`config.mk`:
```
export PLATFORM = sky130hd
export DESIGN_NAME = branch_pred_ctrl
export DESIGN_NICKNAME = d
export VERILOG_FILES = /design/src/rtl/branch_pred_ctrl.sv
export SDC_FILE = /design/constraint.sdc
export NUM_CORES = 1
export LEC_CHECK = 0
export ABC_AREA = 1
export ABC_CLOCK_PERIOD_IN_PS = 3800
export CAP_MARGIN = 40
export CELL_PAD_IN_SITES_DETAIL_PLACEMENT = 1
export CELL_PAD_IN_SITES_GLOBAL_PLACEMENT = 2
export CORE_ASPECT_RATIO = 0.6
export CORE_MARGIN = 10
export CORE_UTILIZATION = 37
export CTS_BUF_LIST = sky130_fd_sc_hd__clkbuf_8
export DETAILED_ROUTE_END_ITERATION = 6
export PLACE_DENSITY = 0.95
export SYNTH_ARGS = -nofsm -noshare
export SYNTH_HDL_FRONTEND = slang
export SYNTH_SLANG_ARGS = --single-unit
export TNS_END_PERCENT = 50
```
`constraint.sdc`:
```
create_clock -name clk -period 3.8 [get_ports clk]
set_input_delay 0.76 -clock clk [delete_from_list [all_inputs] [get_ports clk]]
set_output_delay 0.76 -clock clk [all_outputs]
set_load 0.05 [all_outputs]
```
`src/rtl/branch_pred_ctrl.sv`:
```
// branch_pred_ctrl
//   Direction predictor and resolution tracker for the 5-stage MIPS pipeline.
//   A PC-indexed pattern history table (PHT) of 2-bit saturating counters is
//   read combinationally in ID. The prediction travels with the branch into
//   EX, where it is compared against the resolved direction. Each EX branch
//   commits exactly once, training the PHT and updating the statistics.
//
// Ports
//   clk, rst          clock, synchronous active-high reset
//   stallD, stallE    ID / EX stage held this cycle
//   flushE            EX stage bubbled by the hazard unit
//   branchD, pcD      ID instruction is a conditional branch, and its PC
//   actual_takeE      resolved direction of the EX branch
//   pred_takeD        predicted direction for the ID branch
//   branch_validE     EX stage holds a predicted branch
//   pred_takeE        prediction carried with the EX branch
//   mispredictE       EX branch prediction was wrong (not gated by stallE)
//   branch_cnt        resolved branches since reset (saturating)
//   mispred_cnt       mispredicted branches since reset (saturating)
module branch_pred_ctrl #(
    parameter int         IDX_W    = 6,
    parameter logic [1:0] INIT_CNT = 2'b01
) (
    input  logic        clk,
    input  logic        rst,
    input  logic        stallD,
    input  logic        stallE,
    input  logic        flushE,
    input  logic        branchD,
    input  logic [31:0] pcD,
    input  logic        actual_takeE,
    output logic        pred_takeD,
    output logic        branch_validE,
    output logic        pred_takeE,
    output logic        mispredictE,
    output logic [31:0] branch_cnt,
    output logic [31:0] mispred_cnt
);

    localparam int ENTRIES = 2 ** IDX_W;
    localparam logic [31:0] CNT_MAX = 32'hFFFF_FFFF;

    logic [1:0]       pht [ENTRIES];
    logic [IDX_W-1:0] idx_d;
    logic [IDX_W-1:0] idx_e;
    logic             valid_e;
    logic             pred_e;
    logic             commit;

    // Only the word-aligned index bits of the PC address the table.
    logic unused_pc;
    assign unused_pc = ^{pcD[31:IDX_W+2], pcD[1:0]};

    assign idx_d       = pcD[IDX_W+1:2];
    assign pred_takeD  = branchD & pht[idx_d][1];

    assign branch_validE = valid_e;
    assign pred_takeE    = pred_e & valid_e;
    assign mispredictE   = valid_e & (pred_e ^ actual_takeE);

    // A flushed EX branch still commits: the flush only affects what enters EX.
    assign commit = valid_e & ~stallE;

    // D->E pipeline register
    always_ff @(posedge clk) begin
        if (rst) begin
            valid_e <= 1'b0;
            pred_e  <= 1'b0;
            idx_e   <= '0;
        end else if (flushE) begin
            valid_e <= 1'b0;
        end else if (!stallE) begin
            if (stallD) begin
                valid_e <= 1'b0;
            end else begin
                valid_e <= branchD;
                pred_e  <= pred_takeD;
                // pcD is meaningless without a branch; keep it out of state.
                if (branchD) begin
                    idx_e <= idx_d;
                end
            end
        end
    end

    // PHT training; no bypass, so ID sees the update one cycle later.
    always_ff @(posedge clk) begin
        if (rst) begin
            for (int i = 0; i < ENTRIES; i++) begin
                pht[i] <= INIT_CNT;
            end
        end else if (commit) begin
            if (actual_takeE) begin
                if (pht[idx_e] != 2'b11) begin
                    pht[idx_e] <= pht[idx_e] + 2'b01;
                end
            end else begin
                if (pht[idx_e] != 2'b00) begin
                    pht[idx_e] <= pht[idx_e] - 2'b01;
                end
            end
        end
    end

    // Statistics
    always_ff @(posedge clk) begin
        if (rst) begin
            branch_cnt  <= '0;
            mispred_cnt <= '0;
        end else if (commit) begin
            if (branch_cnt != CNT_MAX) begin
                branch_cnt <= branch_cnt + 32'd1;
            end
            if (mispredictE && (mispred_cnt != CNT_MAX)) begin
                mispred_cnt <= mispred_cnt + 32'd1;
            end
        end
    end

endmodule
```
## After elaboration in Yosys (flattened, before gate mapping)

Memory sizes are Yosys's and may differ from the RTL's. A register that Yosys moved wholly into a read port is not among the register bits.
Index checks and enable logic that the tools add are counted.

| storage, ports and cells | value |
|---|---|
| register bits after elaboration | 72 |
| RAM bits | 128 |
| bits of input ports | 39 |
| output and inout port bits | 68 |
| logic and storage cells | 49 |
| memories kept | 1 |

| cells by class | value |
|---|---|
| $add $sub $neg | 4 |
| eq/ne operators | 3 |
| multiplexer cells | 19 |
| bitwise operators | 9 |
| reductions and logical operators | 8 |

Memory list:

| name | words | width | rd ports | clocked after memory_dff | write ports | RTL line | text |
|---|---|---|---|---|---|---|---|
| pht | 64 | 2 | 2 | 1 | 64 | 43 | `logic [1:0] pht [ENTRIES];` |

Operators by type and width:

| operator | number |
|---|---|
| 32-bit by 1-bit adder with 32-bit output (second input constant) | 2 |
| 32-bit inequality test (second input constant) | 2 |
| 6-bit two-way mux | 3 |
| 1-bit two-way mux | 14 |
| 1-bit AND | 4 |
| 2-bit two-way mux | 2 |
| 2-bit AND reduction | 2 |
| 4-bit AND reduction | 1 |
| 2-bit OR reduction | 2 |
| 1-bit inverter | 3 |
| 3-bit AND reduction | 1 |
| 2-bit by 1-bit adder with 2-bit output (second input constant) | 1 |
| 2-bit inequality test (second input constant) | 1 |
| 2-bit nonzero test | 1 |
| 2-bit by 1-bit subtractor with 2-bit output (second input constant) | 1 |
| 1-bit logical AND | 1 |
| 1-bit bitwise OR | 1 |
| 1-bit bitwise XOR | 1 |

## Logic depth before layout (Yosys ltp)

Gate-level depths: netlist of run 1.

| logic depth | value |
|---|---|
| depth after elaboration | 9 |
| depth in mapped cells | 17 |
| gate-level depth less buffers | 14 |

## Least setup slack after synthesis of run 1

OpenSTA, ideal clock, no wires.

| timing path | value |
|---|---|
| path type | input to output |
| start | input pcD[2] |
| end | output pred_takeD |
| arrival | 2.030 ns |
| required time | 3.040 ns |
| path slack | 1.010 ns |
| stages on the path | 12 |
| path buffers | 1 |
| cell sequence | inv_1 clkbuf_1 nor2_1 o22ai_1 nand2_1 nand2_1 nand2_1 nand3_1 nand3_1 nand2_1 nand2_1 inv_1 |

| on the way | value |
|---|---|
| word-level cells in the longest chain between the ends | 2 |

Ends and longest elaborated chain:

| what | RTL line | text |
|---|---|---|
| start: declaration | 30 | `input logic [31:0] pcD,` |
| memory 64 x 2 bit | - |  |
| 1-bit AND | 55 | `assign pred_takeD = branchD & pht[idx_d][1];` |
| end: declaration | 32 | `output logic pred_takeD,` |

Every way passes these cells.

## Final worst setup path of run 1

Same ends and word-level chain as after synthesis.

==> impl_metrics.toml, run 1 <==
[timing]
skew_ps = 22.7
setup_tns_ps = 0
period_needed_ps = 3550
max_freq_mhz = 282
setup_violations = 0
worstMarginPinSlew_ps = 866
rsz0062_at_grt = "false"
hold_viol_final = 0
timing.final.crit_share_pct = 93.4
finalMaxSlewViolations = 0
slew_headroom_pct = 42.1

[cells_and_area]
fin_nets = 1623
drive_gt1_share_pct = 5.54
synthToLayoutAreaGrowth_pct = 15.8

[routing]
dr.pass1.iters = 5
wl_met2_microns = 17100
drcViolationCount = 0
wirelength_microns = 39700
wl_met1_microns = 18900
wl_met3_microns = 2820
dr_total_vias = 11000
drt-vias-per-instance = 5.44
wl_per_cell_microns = 19.7
drt-initial-drc-count = 935
ant_nets = 0
top_layer_used = "met4"

[logic_synthesis]
yosys-top-cells-area = "edfxtp_1, nand2_1, dfxtp_1"
synth_edf_count = 128
ys_types = 33
synth_top_area_share_pct = 34.1
synthFlopType = "edfxtp_1"
ys_ff_latch = 206
yosysWarnings = 0
synth.most_common_cell = "nand2_1"
yosys-top-cells-count = "nand2_1, nor2_1, nand3_1, edfxtp_1, inv_1"
avgSynthCellArea_sq_um = 7.41
netlist_instances = 1521
syn_nets = 1562
synth_area_sq_mm = 0.0113
yosys.area.top_type = "edfxtp_1"
synth-async-reset-ratio_pct = 0
ys_seq_area_share_pct = 48.0

[cts]
cts_setup_buffers = 0
clock_path_buffers = 3
clkLatencyLatePin_ps = 560
cts_htree_levels = 2
post_cts_resized = 0
clk_pin_slew_ps = 60
postCtsHoldBufs = 0
cts_root_buffer = "clkbuf_8"
cts_tree = "built"
cts.sinks = 206
numCtsBuffers = 34

[status]
outcome = "finished, final reports clean"

[global_route]
gr-total-overflow = 0
grt_usage_pct = 20.7
grt_pass1_wl_microns = 62300
grt_pass1_vias = 10900
grt_max_degree = 83
grt_antenna_before_repair = 1

[critical_path]
critPathLaunchType = "input pin"
end_kind = "output pin"
cp_slowest_cell = "clkdlybuf4s50_1"
critPathKind = "in -> out"
cp_top_family = "buffers and inverters"
cpPeakStageDelay_ps = 490
critPathBufInv = 5
cpMostUsedCell = "nand2_1"
arrival_ps = 2790
worst_ep_required_time_ps = 3040
critPathLaunch = "pcD[2]"
r2r_cells = 14
rrSetupSlack_ps = 630
worstReg2RegEnd = "pht[25][1]$_SDFFCE_PN0P_"
path_depth = 14
path_cells = "clkdlybuf4s50_1, inv_1, buf_4, o21ai_0, o22ai_1, nand2_1, nand2_1, nand2_1, nand3_1, nand3_1, nand2_1, nand2_1, inv_1, buf_12"
worstPathMaxFanout = 19

[floorplan]
ioPinCount = 107
start_util_pct = 37.6
core_area_sq_mm = 0.0300
num_rows = 49
die_area_sq_mm = 0.0380
dieWidth_microns = 245
die_h_microns = 155

[hold_path]
holdPathStages = 1
min_to = "mispred_cnt[0]$_SDFFE_PP0P_"
hold_path_class = "reg -> reg"
holdCritStartpoint = "mispred_cnt[0]$_SDFFE_PP0P_"

[pwr]
power_uw = 4790
max-vdd-ir-drop_mv = 0.192
p_per_area_mw_per_mm2 = 367
leakage_uw = 0.00461

[placed_design]
gp_congestion = 0.863
dpl.hpwl_microns = 27100
portBuffers = 80

[flow_run]
cap_violations = 0
## cells in the final DEF (no fill, tap or decap), types with 3 or more instances in the layout
| master | instances |
|---|---|
| nand2_1 | 446 |
| nor2_1 | 241 |
| nand3_1 | 214 |
| edfxtp_1 | 128 |
| inv_1 | 98 |
| clkdlybuf4s50_1 | 79 |
| dfxtp_1 | 77 |
| o21ai_0 | 60 |
| a21oi_1 | 48 |
| nor3_1 | 39 |
| clkbuf_8 | 39 |
| buf_4 | 21 |
| o22ai_1 | 16 |
| nand4_1 | 14 |
| nand2_2 | 11 |
| nor4_1 | 11 |
| xor2_1 | 11 |
| xnor2_1 | 9 |
| buf_12 | 7 |
| clkinv_1 | 6 |
| o21a_1 | 6 |
| clkinv_2 | 5 |
| nand3b_1 | 3 |
## where the power goes
group          leakage (uW)  internal (uW)  total (uW)  switching, uW
Clock              0.000368            939        1920            977
Sequential          0.00173           2400        2420           26.8
Combinational       0.00251            116         452            336
## registers in the layout, indices dropped and copies added (netlist names), named ones only
register / count
pht: 128
mispred_cnt: 32
idx_e: 6
branch_cnt: 32
pred_e: 1
branch_validE: 1
## worst max-delay path by stage
stage | to
finish | pred_takeD
global route | pred_takeD
CTS | pred_takeD
detailed placement | pred_takeD
global placement | pred_takeD
floorplan | pred_takeD
## worst reg2reg max path, delay by kind of cell, from the launching register on
kind / cells / cell delay, ps
AND/OR/NAND/NOR: 12 / 1710
buffers and inverters: 2 / 850
flip-flops: 1 / 320
## cells by family (layout without fill, tap and decap cells)
group	Yosys count	count (layout)	synth area share [%]
buffers and inverters	172	258	7.06
AOI/OAI and AO/OA	138	138	6.60
xor gates and xnor gates	20	20	1.56
and+or+nand+nor	983	983	36.6
adders and majority gates	2	2	0.222
DFF	206	206	48.0
other	0	1	0
## area by class of cell
| class | count | area, sq um |
|---|---|---|
| diodes | 1 | 2.50 |
| fillers | 3750 | 16900 |
| clock inverters | 22 | 91.3 |
| flip-flops and latches | 206 | 5410 |
| inverters | 90 | 339 |
| clock buffers | 39 | 537 |
| well taps | 408 | 510 |
| multi-input cells | 1143 | 5070 |
| repair buffers | 107 | 1090 |
## layer usage
layer	track usage [%]	vias to the layer above
li1	-	5185
met1	29.1	5404
met2	31.5	312
met3	3.90	59
met4	5.92	0
met5	0	-
## metrics by stage
step                cell area (sq um)  setup slack [ps]  utilization (%)  hold WS [ps]  std cells
global route                    13000              68.4             43.5           532       2016
floorplan                       11300              1010                -           541       1521
global placement                12400               317             41.4           475       1954
detailed placement              12400               272             41.4           496       1954
finish                          13000               249             43.5           511       2016
CTS                             13000               257             43.5           513       2015
Note: power is estimated with default switching activity, not from simulation.
==> run 2: changes to the inputs <==
--- a/config.mk
+++ b/config.mk
@@ -5,14 +5,11 @@
 export SDC_FILE = /design/constraint.sdc
 export NUM_CORES = 1
 export LEC_CHECK = 0
-export ABC_AREA = 1
 export ABC_CLOCK_PERIOD_IN_PS = 3800
-export CAP_MARGIN = 40
 export CELL_PAD_IN_SITES_DETAIL_PLACEMENT = 1
 export CELL_PAD_IN_SITES_GLOBAL_PLACEMENT = 2
 export CORE_ASPECT_RATIO = 0.6
-export CORE_MARGIN = 10
-export CORE_UTILIZATION = 37
+export CORE_UTILIZATION = 43
 export CTS_BUF_LIST = sky130_fd_sc_hd__clkbuf_8
 export DETAILED_ROUTE_END_ITERATION = 6
 export PLACE_DENSITY = 0.95
==> run 2 against run 1 <==
Die area decreased by 32%; clock skew increased by 16 ps; register-to-register slack got worse by 590 ps; fmax decreased by 5.6%; critical path depth decreased by 4; area after synthesis decreased by 3.1%; sequential power about the same; count of clock-buffer cells in the layout decreased by 5; worst hold slack improved by 6.3 ps; critical path type is now reg -> reg; critical endpoint is now pht[22][1]$_SDFFCE_PN0P_.
==> impl_metrics.toml, run 2 <==
[cts]
cts_tree = "built"
cts_htree_levels = 1
clkLatencyLatePin_ps = 630
numCtsBuffers = 31
clk_pin_slew_ps = 70
postCtsHoldBufs = 0
cts_root_buffer = "clkbuf_8"
clock_path_buffers = 3
cts.sinks = 206

[global_route]
grt_usage_pct = 31.2
grt_antenna_before_repair = 1
grt_pass1_vias = 9636
grt_max_degree = 74
gr-total-overflow = 0
grt_pass1_wl_microns = 61000

[critical_path]
worstPathMaxFanout = 11
critPathKind = "reg -> reg"
worstReg2RegEnd = "pht[22][1]$_SDFFCE_PN0P_"
r2r_cells = 10
arrival_ps = 4160
end_kind = "register"
cp-endpoint = "pht[22][1]$_SDFFCE_PN0P_"
worst_ep_required_time_ps = 4200
rrSetupSlack_ps = 40
critPathLaunchType = "register"

[placed_design]
dpl.hpwl_microns = 28000
place_area_sq_mm = 0.0126
gp_congestion = 0.978
preCtsSetupSlack_ps = -419
portBuffers = 80

[routing]
wirelength_microns = 40500
dr_total_vias = 9633
drt-vias-per-instance = 6.63
wl_per_cell_microns = 27.8
drt-initial-drc-count = 1275
ant_nets = 0
drcViolationCount = 0
dr.pass1.iters = 5

[logic_synthesis]
netlist_instances = 989
ys_seq_area_share_pct = 49.5
synth_area_sq_mm = 0.0109
yosys-top-cells-count = "edfxtp_1, nor2_1, nand4_1, dfxtp_1, nor4_1"
synth_top_area_share_pct = 35.2
syn_nets = 1030
synth.most_common_cell = "edfxtp_1"
yosysWarnings = 0
avgSynthCellArea_sq_um = 11.0
ys_types = 48
yosys.area.top_type = "edfxtp_1"
synthFlopType = "edfxtp_1"
ys_ff_latch = 206
synth_edf_count = 128
yosys-top-cells-area = "edfxtp_1, dfxtp_1, mux4_2"
synth-async-reset-ratio_pct = 0

[cells_and_area]
final_common_cell = "edfxtp_1"
reg.largest.list = "pht (128), branch_cnt (32), mispred_cnt (32)"
fin_nets = 1147
synthToLayoutAreaGrowth_pct = 21.2
drive_gt1_share_pct = 19.2
largest-register = "pht"
largest_reg_flops = 128
finalInstanceArea_sq_mm = 0.0132
final_cell_mix = "edfxtp_1, nor2_1, nand4_1"

[timing]
holdWs_ps = 518
period_needed_ps = 3760
slew_headroom_pct = 5.61
timing.final.crit_share_pct = 98.9
skew_ps = 38.3
max_freq_mhz = 266
worstMarginPinSlew_ps = 1410
finalMaxSlewViolations = 0
setup_ws_ps = 40.2
setup_violations = 0
hold_viol_final = 0
rsz0062_at_grt = "false"

[pwr]
p_per_area_mw_per_mm2 = 350
max-vdd-ir-drop_mv = 0.198
leakage_uw = 0.00389

[floorplan]
start_util_pct = 44.4
core_area_sq_mm = 0.0246
ioPinCount = 107
num_rows = 44
die_h_microns = 125
dieWidth_microns = 208
die_area_sq_mm = 0.0260

[flow_run]
cap_violations = 0

[status]
outcome = "finished, final reports clean"

[hold_path]
hold_path_class = "reg -> reg"
run 2: worst min path at each step:
stage	startpoint	endpoint	slack [ps]	depth (start not counted)
floorplan	pred_e$_SDFFE_PP0P_	pred_e$_SDFFE_PP0P_	470	2
global placement	branch_cnt[21]$_SDFFE_PP0P_	branch_cnt[21]$_SDFFE_PP0P_	490	2
detailed placement	pred_e$_SDFFE_PP0P_	pred_e$_SDFFE_PP0P_	500	2
CTS	mispred_cnt[19]$_SDFFE_PP0P_	mispred_cnt[19]$_SDFFE_PP0P_	520	2
global route	pred_e$_SDFFE_PP0P_	pred_e$_SDFFE_PP0P_	550	2
finish	branch_cnt[6]$_SDFFE_PP0P_	branch_cnt[6]$_SDFFE_PP0P_	520	2
run 2: logic make-up (layout without fill, tap and decap cells):
group                    after synthesis  in the layout  share of synthesized area [%]
AND/OR/NAND/NOR                      421            421                           20.6
other                                  0              1                              0
buffers and inverters                106            248                           4.37
adder cells (fa/ha/maj)                2              2                          0.229
XOR/XNOR                              50             50                           4.18
flip-flops                           206            206                           49.5
AO/OA/AOI/OAI                        127            127                           8.24
multiplexers                          77             77                           12.8
run 2: layout make-up:
type                            instances  area, sq um
Antenna cell                            1         2.50
Clock buffer                           34          468
Clock inverter                         24          100
Fill cell                            2617        11300
Inverter                               15         56.3
Multi-Input combinational cell        677         5070
Sequential cell                       206         5410
Tap cell                              322          403
Timing Repair Buffer                  175         1720
run 2: stage by stage:
stage	total power [uW]	TNS (ps)	instances	utilization [%]
after CTS	4630	0	1452	53.7
after detailed placement	2870	-419	1392	51.1
final	4620	0	1454	53.9
after global placement	2860	-403	1392	51.1
after global routing	4740	0	1453	53.9
after floorplan	2680	0	989	-
run 2: power breakdown:
group / total, uW / switching [uW] / leakage [uW] / internal, uW
Clock: 1760 / 944 / 0.000326 / 821
Sequential: 2420 / 27.8 / 0.00173 / 2390
Combinational: 439 / 264 / 0.00184 / 175
run 2: critical path, stage by stage, from the launching register on:
cell	delay [ps]
dfxtp_2	360
buf_4	190
buf_4	300
mux4_2	550
mux2i_1	320
a221oi_1	220
a22oi_4	290
buf_12	160
xor2_4	320
o211ai_2	390
nor4_1	430
run 2: layer usage:
layer / part of all wire, % / GRT usage [%]
met5: 0 / 0
met3: 12 / 9.50
met2: 43 / 46.2
met4: 2.7 / 7.93
met1: 43 / 44.4
run 2: timing repair:
item                       4_1_cts  5_1_grt
setup buffers                    0        1
pin swaps                        0        1
cloned                           2        0
setup endpoints to repair        1       35
gates resized for setup         11        5
==> run 3: changes to the inputs <==
--- a/config.mk
+++ b/config.mk
@@ -16,4 +16,3 @@
 export SYNTH_ARGS = -nofsm -noshare
 export SYNTH_HDL_FRONTEND = slang
 export SYNTH_SLANG_ARGS = --single-unit
-export TNS_END_PERCENT = 50
==> run 3 against run 2 <==
Critical endpoint is now pred_takeD; critical path depth decreased by 3; setup slack gained 5.5 ps; highest routed layer unchanged; global-route usage stayed put; largest power group unchanged.
==> impl_metrics.toml, run 3 (synthesis gave the netlist of run 2 again) <==
[status]
outcome = "finished, final reports clean"

[global_route]
grt_usage_pct = 31.2
grt_antenna_before_repair = 1
grt_pass1_vias = 9636
grt_max_degree = 74
grt_pass1_wl_microns = 61000
gr-total-overflow = 0

[cells_and_area]
fin_nets = 1148
utilization_pct = 54.0
fillers = 2616
reg.largest.list = "pht (128), branch_cnt (32), mispred_cnt (32)"
seq_area_sq_mm = 0.00541
final_common_cell = "edfxtp_1"
final_cell_mix = "edfxtp_1, nor2_1, nand4_1"
synthToLayoutAreaGrowth_pct = 21.4
largest_reg_flops = 128
multi_input_area_sq_mm = 0.00507
drive_gt1_share_pct = 19.3
largest-register = "pht"

[pwr]
leakage_uw = 0.00390
max-vdd-ir-drop_mv = 0.200
p_per_area_mw_per_mm2 = 350

[floorplan]
dieWidth_microns = 208
core_area_sq_mm = 0.0246
ioPinCount = 107
die_h_microns = 125
num_rows = 44
start_util_pct = 44.4
die_area_sq_mm = 0.0260

[critical_path]
path_cells = "buf_4, clkbuf_16, mux4_2, mux4_2, mux4_2, and2_4, buf_6"
critPathLaunchType = "input pin"
cp_slowest_cell = "mux4_2"
arrival_ps = 2990
cp_top_family = "multiplexers"
end_kind = "output pin"
cpMostUsedCell = "mux4_2"
worst_ep_required_time_ps = 3040
cpPeakStageDelay_ps = 540
worstPathMaxFanout = 4
critPathBufInv = 3
critPathKind = "in -> out"

[routing]
drt-initial-drc-count = 1236
dr_total_vias = 9623
ant_nets = 0
wirelength_microns = 40400
drt-vias-per-instance = 6.61
drcViolationCount = 0
dr.pass1.iters = 6
wl_per_cell_microns = 27.8

[timing]
max_freq_mhz = 266
slew_headroom_pct = 3.58
worstMarginPinSlew_ps = 1440
period_needed_ps = 3750
setup_violations = 0
setup_ws_ps = 45.7
holdWs_ps = 519
timing.final.crit_share_pct = 98.8
hold_viol_final = 0
skew_ps = 32.2
rsz0062_at_grt = "false"
finalMaxSlewViolations = 0

[placed_design]
preCtsSetupSlack_ps = -419
dpl.hpwl_microns = 28000
portBuffers = 80
gp_congestion = 0.978

[cts]
cts.sinks = 206
cts_root_buffer = "clkbuf_8"
clock_path_buffers = 3
cts_htree_levels = 1
clk_pin_slew_ps = 70
clkLatencyLatePin_ps = 630
numCtsBuffers = 31
cts_tree = "built"

[hold_path]
hold_path_class = "reg -> reg"

[flow_run]
cap_violations = 0
==> run 3: power by group <==
group	internal, uW	switching, uW
clock network	821	951
registers	2390	27.8
logic	177	264
==> run 3: what timing repair did <==
action / 4_1_cts / 5_1_grt
gates cloned: 2 / 1
hold buffers: 0 / 0
pin swaps: 0 / 1
endpoints found under the hold margin: 0 / 0
setup endpoints to repair: 1 / 35
gates resized for setup: 11 / 4
setup buffers: 0 / 1
==> run 3: per-stage QoR <==
| step | cell area (sq um) | TNS (ps) | instances | total power, uW |
|---|---|---|---|---|
| after detailed placement | 12600 | -419 | 1392 | 2870 |
| after CTS | 13200 | 0 | 1452 | 4630 |
| final | 13200 | 0 | 1455 | 4630 |
| after global placement | 12600 | -403 | 1392 | 2860 |
| after floorplan | 10900 | 0 | 989 | 2680 |
| after global routing | 13200 | 0 | 1454 | 4750 |
==> run 3: path summary, 6_finish.rpt <==
check                                   start                          end  slack (ps)  cells after the start
hold / removal    branch_cnt[26]$_SDFFE_PP0P_  branch_cnt[26]$_SDFFE_PP0P_         520                      2
setup / recovery                       pcD[2]                   pred_takeD          50                      7
setup reg to reg                     register     pht[22][1]$_SDFFCE_PN0P_          50                     10
hold reg to reg   branch_cnt[26]$_SDFFE_PP0P_  branch_cnt[26]$_SDFFE_PP0P_         520                      2
==> run 3: per-layer routing <==
metal | track usage, % | share of wire (%)
met1 | 44.4 | 43
met2 | 46.2 | 43
met3 | 9.50 | 11
met4 | 7.93 | 2.3
met5 | 0 | 0
==> run 3: area by class of cell <==
| type | instances | area share [%] |
|---|---|---|
| well taps | 322 | 3.04 |
| clock buffers | 34 | 3.53 |
| inverters | 15 | 0.425 |
| flip-flops and latches | 206 | 40.8 |
| clock inverters | 24 | 0.755 |
| repair buffers | 176 | 13.1 |
| multi-input cells | 677 | 38.3 |
| diodes | 1 | 0.0189 |
==> run 3: worst min-delay path, stage by stage (launching register included) <==
cell,delay [ps]
dfxtp_1,340
o21ai_0,80
a21oi_1,60
